## src/rtl/if_id_stage.sv

```systemverilog
// Fetch stage and IF/ID pipeline register for the 5-stage MIPS core.
//
// The block holds the fetch PC and drives the word address of a combinational
// instruction ROM. Each cycle it latches the fetched word and its PC into the
// IF/ID register. It also decodes the latched word into the imm16 field and
// the EXTop code used by the ID-stage immediate extender (ext16).
//
// Ports:
//   clk              rising-edge clock for all state
//   reset_n          asynchronous active-low reset
//   stall            hazard unit: hold the PC and the IF/ID register
//   flush            load a bubble into IF/ID (takes priority over stall)
//   redirect         ID-stage branch/jump taken; the PC loads redirect_target
//   redirect_target  next PC on redirect (bits [1:0] are ignored)
//   imem_addr        word address into the instruction ROM
//   imem_rdata       instruction at imem_addr, available in the same cycle
//   if_pc            current fetch PC
//   id_instr         IF/ID instruction
//   id_pc            IF/ID PC
//   id_pc8           id_pc + 8, the jal/jalr link value
//   id_valid         IF/ID holds a real instruction
//   id_imm16         id_instr[15:0]
//   id_EXTop         extender control: 00 zero, 01 sign, 10 upper, 11 zero output
module if_id_stage #(
  parameter logic [31:0] PC_RESET  = 32'h0000_3000,
  parameter int unsigned IM_ADDR_W = 10
) (
  input  logic                 clk,
  input  logic                 reset_n,
  input  logic                 stall,
  input  logic                 flush,
  input  logic                 redirect,
  input  logic [31:0]          redirect_target,
  output logic [IM_ADDR_W-1:0] imem_addr,
  input  logic [31:0]          imem_rdata,
  output logic [31:0]          if_pc,
  output logic [31:0]          id_instr,
  output logic [31:0]          id_pc,
  output logic [31:0]          id_pc8,
  output logic                 id_valid,
  output logic [15:0]          id_imm16,
  output logic [1:0]           id_EXTop
);

  // Extender control encodings.
  localparam logic [1:0] ExtZero  = 2'b00;
  localparam logic [1:0] ExtSign  = 2'b01;
  localparam logic [1:0] ExtUpper = 2'b10;
  localparam logic [1:0] ExtNone  = 2'b11;

  // State registers.
  logic [31:0] pc_q,       pc_d;
  logic [31:0] id_instr_q, id_instr_d;
  logic [31:0] id_pc_q,    id_pc_d;
  logic        id_valid_q, id_valid_d;

  // The word address ignores the byte offset and all PC bits above the ROM.
  assign imem_addr = pc_q[IM_ADDR_W+1:2];

  // Redirect targets are word aligned; the discarded low bits are kept here
  // only to mark them as intentionally unused.
  logic unused_target_lsbs;
  assign unused_target_lsbs = ^redirect_target[1:0];

  // PC next state. A stall wins over redirect: the branch sits in ID and
  // reasserts redirect once the stall clears.
  always_comb begin
    pc_d = pc_q;
    if (!stall) begin
      if (redirect) begin
        pc_d = {redirect_target[31:2], 2'b00};
      end else begin
        pc_d = pc_q + 32'd4;
      end
    end
  end

  // IF/ID next state, priority flush > stall > load. A redirect does not
  // flush: the word fetched in the redirect cycle is the delay slot.
  always_comb begin
    id_instr_d = id_instr_q;
    id_pc_d    = id_pc_q;
    id_valid_d = id_valid_q;
    if (flush) begin
      id_instr_d = 32'h0000_0000;
      id_pc_d    = 32'h0000_0000;
      id_valid_d = 1'b0;
    end else if (!stall) begin
      id_instr_d = imem_rdata;
      id_pc_d    = pc_q;
      id_valid_d = 1'b1;
    end
  end

  always_ff @(posedge clk or negedge reset_n) begin
    if (!reset_n) begin
      pc_q       <= PC_RESET;
      id_instr_q <= 32'h0000_0000;
      id_pc_q    <= 32'h0000_0000;
      id_valid_q <= 1'b0;
    end else begin
      pc_q       <= pc_d;
      id_instr_q <= id_instr_d;
      id_pc_q    <= id_pc_d;
      id_valid_q <= id_valid_d;
    end
  end

  // Immediate extender control from the latched opcode. A bubble holds
  // id_instr=0, which decodes as R-type and yields ExtNone.
  logic [5:0] id_opcode;
  assign id_opcode = id_instr_q[31:26];

  always_comb begin
    id_EXTop = ExtNone;
    case (id_opcode)
      // andi, ori, xori
      6'h0C, 6'h0D, 6'h0E: id_EXTop = ExtZero;
      // addi, addiu, slti, sltiu
      6'h08, 6'h09, 6'h0A, 6'h0B: id_EXTop = ExtSign;
      // lb, lh, lw, lbu, lhu
      6'h20, 6'h21, 6'h23, 6'h24, 6'h25: id_EXTop = ExtSign;
      // sb, sh, sw
      6'h28, 6'h29, 6'h2B: id_EXTop = ExtSign;
      // regimm, beq, bne, blez, bgtz
      6'h01, 6'h04, 6'h05, 6'h06, 6'h07: id_EXTop = ExtSign;
      // lui
      6'h0F: id_EXTop = ExtUpper;
      // R-type, j, jal and everything else
      default: id_EXTop = ExtNone;
    endcase
  end

  assign if_pc    = pc_q;
  assign id_instr = id_instr_q;
  assign id_pc    = id_pc_q;
  assign id_valid = id_valid_q;
  assign id_pc8   = id_pc_q + 32'd8;
  assign id_imm16 = id_instr_q[15:0];

endmodule
```

## config.mk

```make
export PLATFORM = sky130hd
export DESIGN_NAME = if_id_stage
export DESIGN_NICKNAME = d
export VERILOG_FILES = /design/src/rtl/if_id_stage.sv
export SDC_FILE = /design/constraint.sdc
export NUM_CORES = 1
export LEC_CHECK = 0
export BUFFER_PORTS_ARGS = -buffer_cell sky130_fd_sc_hd__buf_4
export CORE_ASPECT_RATIO = 1.4
export CORE_UTILIZATION = 31
export CTS_CLUSTER_DIAMETER = 30
export DETAILED_ROUTE_END_ITERATION = 6
export PLACE_DENSITY_LB_ADDON = 0.1
export SYNTH_ARGS = -nofsm -noshare
export SYNTH_HDL_FRONTEND = slang
export SYNTH_SLANG_ARGS = --single-unit
```

## constraint.sdc

```tcl
create_clock -name clk -period 1.72 [get_ports clk]
set_input_delay 0.258 -clock clk [delete_from_list [all_inputs] [get_ports clk]]
set_output_delay 0.258 -clock clk [all_outputs]
set_load 0.01 [all_outputs]
```

# Word-level counts from Yosys, hierarchy flattened
# Memory sizes are Yosys's and may differ from the RTL's.
# Index checks and enable logic that the tools add are counted.
dict set report totals {
  register_bits 97
  romBits 128
  inputBits 69
  out_inout_bits 157
  word_cells 15
  mem_count 1
}
# name words width read_ports rd_ports_with_merged_regs wr line
set mem_list {}
lappend mem_list {{(no name shown)} 64 2 1 0 0 116} ;# case (id_opcode)
dict set report op_classes {
  n_addsub 2
  n_eq_ne 1
  mux 7
}
# op n
set op_table {}
lappend op_table {{two-way mux 32 bit} 5}
lappend op_table {{adder 32 x 3 -> 32 bit, second input constant} 1}
lappend op_table {{adder 32 x 4 -> 32 bit, second input constant} 1}
lappend op_table {{two-way mux 1 bit} 2}
lappend op_table {{!= test 2 x 1 -> 1 bit, second input constant} 1}

# Depth between registers and ports, before layout
# Gate-level depths: netlist (run 1).
dict set report depth {
  ltp_word 2
  depth_mapped 7
  ltp_nobuf 5
}

# Worst setup path before layout (run 1)
# Ideal clock, no wire load.
dict set report synth_timing {
  path_kind {flip-flop to output port}
  from {reg id_pc_q[3] (netlist: id_pc[3])}
  to {out id_pc8[27]}
  arrival_ns 1.622
  t_required_ns 1.462
  setup_slack_ns -0.160
  stages_incl_launch_ff 6
  path_buffers 0
  path_cell_list {dfrtp_1 > ha_1 > and3_1 > nand3_2 > nor4_1 > xor2_1}
}
dict set report synth_via {
  elab_chain_cells 1
}
# item line
set synth_lines {}
lappend synth_lines {{from (decl)} 54} ;# logic [31:0] id_pc_q, id_pc_d;
lappend synth_lines {{from (signal assigned)} 104} ;# id_pc_q <= id_pc_d;
lappend synth_lines {{adder 32 x 4 -> 32 bit} 138} ;# assign id_pc8 = id_pc_q + 32'd8;
lappend synth_lines {{to (decl)} 39} ;# output logic [31:0] id_pc8,
# No other way between the ends.

# Final worst setup path (run 1)
dict set report layout_timing {
  from {reg id_pc_q[4] (netlist: id_pc[4])}
  to {out id_pc8[23]}
}
# The elaborated chain is that of the path after synthesis.

==> reports/qor.yml, run 1 <==
setup_path:
  critPathRequiredTime_ns: 1.46
  worst_r2r_endpoint: "if_pc[30]$_DFFE_PN0N_"
  crit_type: "register to output port"
  rr_startpoint: "if_pc[2]$_DFFE_PN0N_"
  crit_family: "simple AND/OR/NAND/NOR gates"
  cpPeakStageDelay_ns: 0.41
  end_kind: "output port"
  arrival_ns: 1.93
  ff2ff_path_depth: 8
  worstPathMaxFanout: 8
  start_kind: "register"
  cp_cell_sequence: "ha_4, and3_4, nand3_4, nor4_4, xor2_1, buf_4"
  cp_num_buf_inv: 1
  reg2reg_slack_ns: 0.06
  cp_slowest_cell: "dfrtp_2"
floorplanning:
  rows: 56
  core-area_sq_mm: 0.0170
  initial_utilization_pct: 32.0
  die_w_microns: 114
  die_y_microns: 159
  die_area_sq_mm: 0.0181
  num_io_pins: 226
sta:
  slew_headroom_pct: 65.2
  fmax_ghz: 0.457
  rsz0062_at_grt: "true"
  drv_slew: 0
  min_period_ns: 2.19
  period_share_pct: 127
  hold_violations: 0
  max_slew.worst_pin.slew_ns: 0.521
  fin_ws_ns: -0.468
  finalSetupViolations: 24
  fin_worst_skew_ns: 0.00642
outcome:
  status: "finished, violations left"
  violations: "setup timing"
hold_path:
  hp-class: "primary input to register"
  worstHoldPathCells: 3
  hold_end: "id_instr[21]$_DFFE_PN0P_"
  min_from: "imem_rdata[21]"
logic_synthesis:
  yosysWarnings: 0
  synth-seq-cells: 94
  synth_edf_count: 0
  avgSynthCellArea_sq_um: 9.46
  synth-async-reset-ratio_pct: 100
  synth_flop_cell: "dfrtp_1"
  synth_cell_types: 59
  synth.cell_area_sq_mm: 0.00543
  syn_inst: 574
  ys_seq_area_share_pct: 43.4
clocking:
  cts_sinks: 94
  clock_latency_ns: 0.35
  clockBufferDepth: 2
  cts_root_buf: "clkbuf_16"
  clk_pin_slew_ns: 0.07
  cts_max_level: 3
  cts_tree: "done"
  cts_buffers: 9
global_route:
  grt_util_all_layers_pct: 21.1
  grt_max_degree: 94
  grt_overflow: 0
  grt_first_pass_wirelength_microns: 29300
  grt_antenna_before_repair: 0
  grt_pass1_vias: 5376
routing:
  routed_wl_microns: 18900
  drt-wirelength-per-cell_microns: 17.4
  vias: 5444
  avgViaCountPerCell: 5.00
  drt_iter0_drc: 258
  postRouteAntennaNets: 0
  drcViolationCount: 0
  firstDrtPassIters: 4
final_layout:
  fin_area_sq_mm: 0.00856
  syn_to_final_growth_pct: 57.6
  diodes: 0
  drive_gt1_share_pct: 48.1
  final_common_cell: "buf_4"
  layout_common_cells: "324 x buf_4, 86 x dfrtp_1, 78 x nor2_1"
  utilization_pct: 50.5
  nNetsFinal: 923
power:
  ir_drop_uv: 406
  power_density_mw_per_mm2: 827
  p_total_mw: 7.08
  p_leak_nw: 4.28
place:
  gp_congestion: 0.855
  io_buffer_count: 221
  post_dp_cell_area_sq_mm: 0.00793
  hpwl_microns: 14300
flow_run:
  max-cap-violations: 0
## power by group
part	total [mW]	switching, mW	internal [mW]	leakage [nW]
Combinational	2.04	1.01	1.04	2.92
Clock	2.41	0.901	1.50	0.176
Sequential	2.63	0.206	2.42	1.19
## logic make-up after synthesis
group	count (synthesis)	share of synthesized area, %
flops	94	43.4
mux	63	11.6
fa+ha+maj	2	0.461
buf+inv	83	8.29
simple gates	223	21.5
compound gates	81	10.3
other cells	1	0.0691
xor+xnor	27	4.35
## metal layers
| layer | global-route usage [%] | part of all wire [%] | vias to the layer above |
|---|---|---|---|
| met2 | 37.7 | 53 | 185 |
| met4 | 6.06 | 1.6 | 0 |
| met3 | 3.43 | 4.4 | 16 |
| met1 | 26.1 | 41 | 2659 |
| met5 | 0 | 0 | - |
| li1 | - | - | 2584 |
## stage by stage
| stage | cells | setup slack [ns] | hold slack [ns] | setup TNS [ns] |
|---|---|---|---|---|
| after floorplan | 575 | -0.0865 | -0.0376 | -0.632 |
| after global placement | 1064 | -0.105 | 0.0500 | -0.677 |
| after detailed placement | 1064 | -0.130 | 0.0495 | -1.04 |
| after CTS | 1083 | -0.449 | 0.138 | -8.37 |
| after global routing | 1089 | -0.529 | 0.146 | -10.35 |
| final | 1089 | -0.468 | 0.147 | -7.95 |
## synth_stat cells, drive strengths merged, types with 2 or more instances
library cell / number / share of area, %
xnor2: 12 / 1.9
mux2i: 63 / 12
o311a: 3 / 0.55
a311oi: 12 / 1.9
dfstp: 2 / 0.97
a2111oi: 2 / 0.32
or4: 3 / 0.41
a41o: 2 / 0.39
clkbuf: 22 / 1.6
and3: 7 / 0.85
o21ai: 18 / 1.7
a311o: 4 / 0.74
ha: 2 / 0.46
a21oi: 21 / 1.9
buf: 44 / 5.6
dfrtp: 92 / 42
and2: 4 / 0.48
nor3: 18 / 1.8
and4: 11 / 1.8
a22oi: 2 / 0.28
nor4: 17 / 2.6
nand4: 16 / 2.1
inv: 17 / 1.2
a211oi: 3 / 0.41
nand2: 34 / 2.4
o22ai: 3 / 0.35
nand3: 22 / 2.2
xor2: 15 / 2.4
or3: 5 / 0.58
nor2: 82 / 5.7
## timing repair
action,in CTS,in global routing
pin swaps,19,16
gates cloned,0,0
gates resized for setup,21,20
buffers inserted,2,6
setup endpoints to repair,27,38
endpoints found under the hold margin,7,0
hold buffers,1,0
## registers in the layout (all words and copies together), names as in the netlist
name      flops
id_instr     32
id_pc        31
if_pc        30
id_valid      1
## worst min-delay path, cell delays in order
cell     delay [ns]
buf_4          0.08
mux2i_1        0.05
nor2_1         0.07
## worst max path at each step
stage                                     start    endpoint  depth (start not counted)
final                      id_pc[4]$_DFFE_PN0P_  id_pc8[23]                          6
after global routing      id_pc[14]$_DFFE_PN0P_  id_pc8[30]                          6
after CTS                  id_pc[4]$_DFFE_PN0P_  id_pc8[13]                          7
after detailed placement   id_pc[3]$_DFFE_PN0P_  id_pc8[31]                          6
after global placement     id_pc[3]$_DFFE_PN0P_  id_pc8[31]                          6
after floorplan           id_pc[13]$_DFFE_PN0P_  id_pc8[26]                          4
## cell type report
type | instances | area (sq um)
Inverter | 17 | 63.8
Fill cell | 1664 | 8400
Timing Repair Buffer | 332 | 2550
Clock inverter | 5 | 104
Tap cell | 232 | 290
Multi-Input combinational cell | 398 | 2940
Sequential cell | 94 | 2360
Clock buffer | 11 | 253
(Power assumes the default switching activity.)
==> inputs of run 2 (changes only) <==
--- a/config.mk
+++ b/config.mk
@@ -6,11 +6,13 @@
 export NUM_CORES = 1
 export LEC_CHECK = 0
 export BUFFER_PORTS_ARGS = -buffer_cell sky130_fd_sc_hd__buf_4
+export CAP_MARGIN = 10
 export CORE_ASPECT_RATIO = 1.4
 export CORE_UTILIZATION = 31
 export CTS_CLUSTER_DIAMETER = 30
 export DETAILED_ROUTE_END_ITERATION = 6
 export PLACE_DENSITY_LB_ADDON = 0.1
+export SKIP_LAST_GASP = 1
 export SYNTH_ARGS = -nofsm -noshare
 export SYNTH_HDL_FRONTEND = slang
 export SYNTH_SLANG_ARGS = --single-unit
==> constraint.sdc (replaced) <==
create_clock -name clk -period 1.72 [get_ports clk]
set_input_delay 0.344 -clock clk [delete_from_list [all_inputs] [get_ports clk]]
set_output_delay 0.344 -clock clk [all_outputs]
set_load 0.01 [all_outputs]
==> reports/qor.yml, run 2 (synthesis gave the netlist of run 1 again) <==
sta:
  drv_slew: 0  # unchanged
  min_period_ns: 2.23  # +0.0397 ns
  fin_ws_ns: -0.507  # -0.0397 ns
  rsz0062_at_grt: "true"
  period_share_pct: 130  # +2.3 points
  hold_violations: 0  # unchanged
  tns_ns: -10.18  # -2.23 ns
  finalSetupViolations: 29  # +21%
  fin_worst_skew_ns: 0.00740  # +0.000983 ns
  fmax_ghz: 0.449  # -1.8%
setup_path:
  ff2ff_path_depth: 4  # -4
  worst_r2r_endpoint: "if_pc[20]$_DFFE_PN0N_"
  crit_type: "register to output port"
  worstPathMaxFanout: 4  # -4
  reg2reg_slack_ns: 0.03  # -0.03 ns
  critPathRequiredTime_ns: 1.38  # -0.08 ns
  end_kind: "output port"
  rr_startpoint: "if_pc[13]$_DFFE_PN1N_"
  arrival_ns: 1.88  # -0.05 ns
  start_kind: "register"
routing:
  drt-wirelength-per-cell_microns: 17.5  # +0.70%
  vias: 5453  # +0.17%
  drcViolationCount: 0  # unchanged
  firstDrtPassIters: 4  # unchanged
  routed_wl_microns: 19100  # +1.1%
  avgViaCountPerCell: 4.99  # -0.20%
  postRouteAntennaNets: 0  # unchanged
  drt_iter0_drc: 175  # -32%
outcome:
  violations: "setup timing"
  status: "finished, violations left"
hold_path:
  hp-class: "primary input to register"
  min_from: "imem_rdata[26]"
  hold_end: "id_instr[26]$_DFFE_PN0P_"
  worstHoldPathCells: 3  # unchanged
clocking:
  cts_sinks: 94  # unchanged
  cts_max_level: 3  # unchanged
  cts_root_buf: "clkbuf_16"
  cts_buffers: 9  # unchanged
  clockBufferDepth: 2  # unchanged
  clock_latency_ns: 0.36  # about the same
  clk_pin_slew_ns: 0.07  # about the same
  cts_tree: "done"
floorplanning:
  rows: 56  # unchanged
  die_w_microns: 114  # unchanged
  num_io_pins: 226  # unchanged
  core-area_sq_mm: 0.0170  # unchanged
  die_area_sq_mm: 0.0181  # unchanged
  initial_utilization_pct: 32.0  # unchanged
  die_y_microns: 159  # unchanged
final_layout:
  drive_gt1_share_pct: 48.7  # +0.59 points
  syn_to_final_growth_pct: 60.0
  nNetsFinal: 927  # +0.43%
  diodes: 0  # unchanged
  final_common_cell: "buf_4"
  layout_common_cells: "318 x buf_4, 87 x dfrtp_1, 78 x nor2_1"
  largest_register_ffs: 32  # unchanged
global_route:
  grt_pass1_vias: 5387  # +0.20%
  grt_antenna_before_repair: 0  # unchanged
  grt_max_degree: 42  # -55%
  grt_overflow: 0  # unchanged
  grt_first_pass_wirelength_microns: 28900  # -1.5%
  grt_util_all_layers_pct: 21.0  # -0.083 points
power:
  p_total_mw: 6.78  # -4.2%
  p_leak_nw: 4.40  # +2.8%
  power_density_mw_per_mm2: 780  # -5.7%
  ir_drop_uv: 417  # +2.7%
place:
  hpwl_microns: 14300  # +0.31%
  gp_congestion: 0.828  # -3.2%
  dp_worst_setup_slack_ns: -0.254  # -0.124 ns
  io_buffer_count: 221  # unchanged
flow_run:
  max-cap-violations: 0  # unchanged
run 2: worst max-delay path, cell delays in order (launching register included):
cell and delay [ns]:
dfrtp_2 0.41, ha_4 0.14, and3_4 0.22, buf_12 0.11
nand3_4 0.12, nor4_4 0.20, xor2_1 0.18, buf_4 0.14
run 2: per-stage QoR:
step           area [sq um]  hold slack, ns  util (%)  cells
2_1_floorplan          5580          0.0484         -    575
3_3_place_gp           7920           0.168      46.7   1061
3_5_place_dp           7920           0.169      46.7   1061
4_1_cts                8510           0.217      50.2   1089
5_1_grt                8690           0.238      51.2   1093
6_report               8690           0.227      51.2   1093
run 2: cell type report:
type	instances	area [sq um]
multi-input cells	399	3050
clock buffers	9	225
repair buffers	335	2620
well taps	232	290
fillers	1611	8270
flip-flops and latches	94	2360
clock inverters	7	80.1
inverters	17	63.8
run 2: worst max path at each step:
stage,start,end,slack [ns],depth (start not counted)
2_1_floorplan,id_pc[13]$_DFFE_PN0P_,id_pc8[26],-0.17,4
3_3_place_gp,id_pc[3]$_DFFE_PN0P_,id_pc8[31],-0.21,6
3_5_place_dp,id_pc[3]$_DFFE_PN0P_,id_pc8[31],-0.25,6
4_1_cts,id_pc[18]$_DFFE_PN0P_,id_pc8[30],-0.51,6
5_1_grt,id_pc[3]$_DFFE_PN0P_,id_pc8[16],-0.57,7
6_report,id_pc[3]$_DFFE_PN0P_,id_pc8[23],-0.51,7
run 2: where the power goes:
group	internal (mW)	switching [mW]	total, mW
Sequential	2.42	0.212	2.63
Combinational	1.05	1.02	2.06
Clock	1.15	0.935	2.08
run 2: repair_timing:
| item | 4_1_cts | 5_1_grt |
|---|---|---|
| hold endpoints to repair | 4 | 0 |
| pin swaps | 28 | 24 |
| endpoints found under the setup margin | 29 | 37 |
| cloned | 1 | 1 |
| resized for setup | 31 | 29 |
| buffers inserted | 10 | 4 |
| hold buffers | 1 | 0 |
run 2: routing by layer:
metal	track usage [%]	vias up	share of wire [%]
met4	9.15	0	2.8
met2	36.9	174	52
li1	-	2613	-
met1	25.4	2631	41
met3	3.27	35	4.6
met5	0	-	0
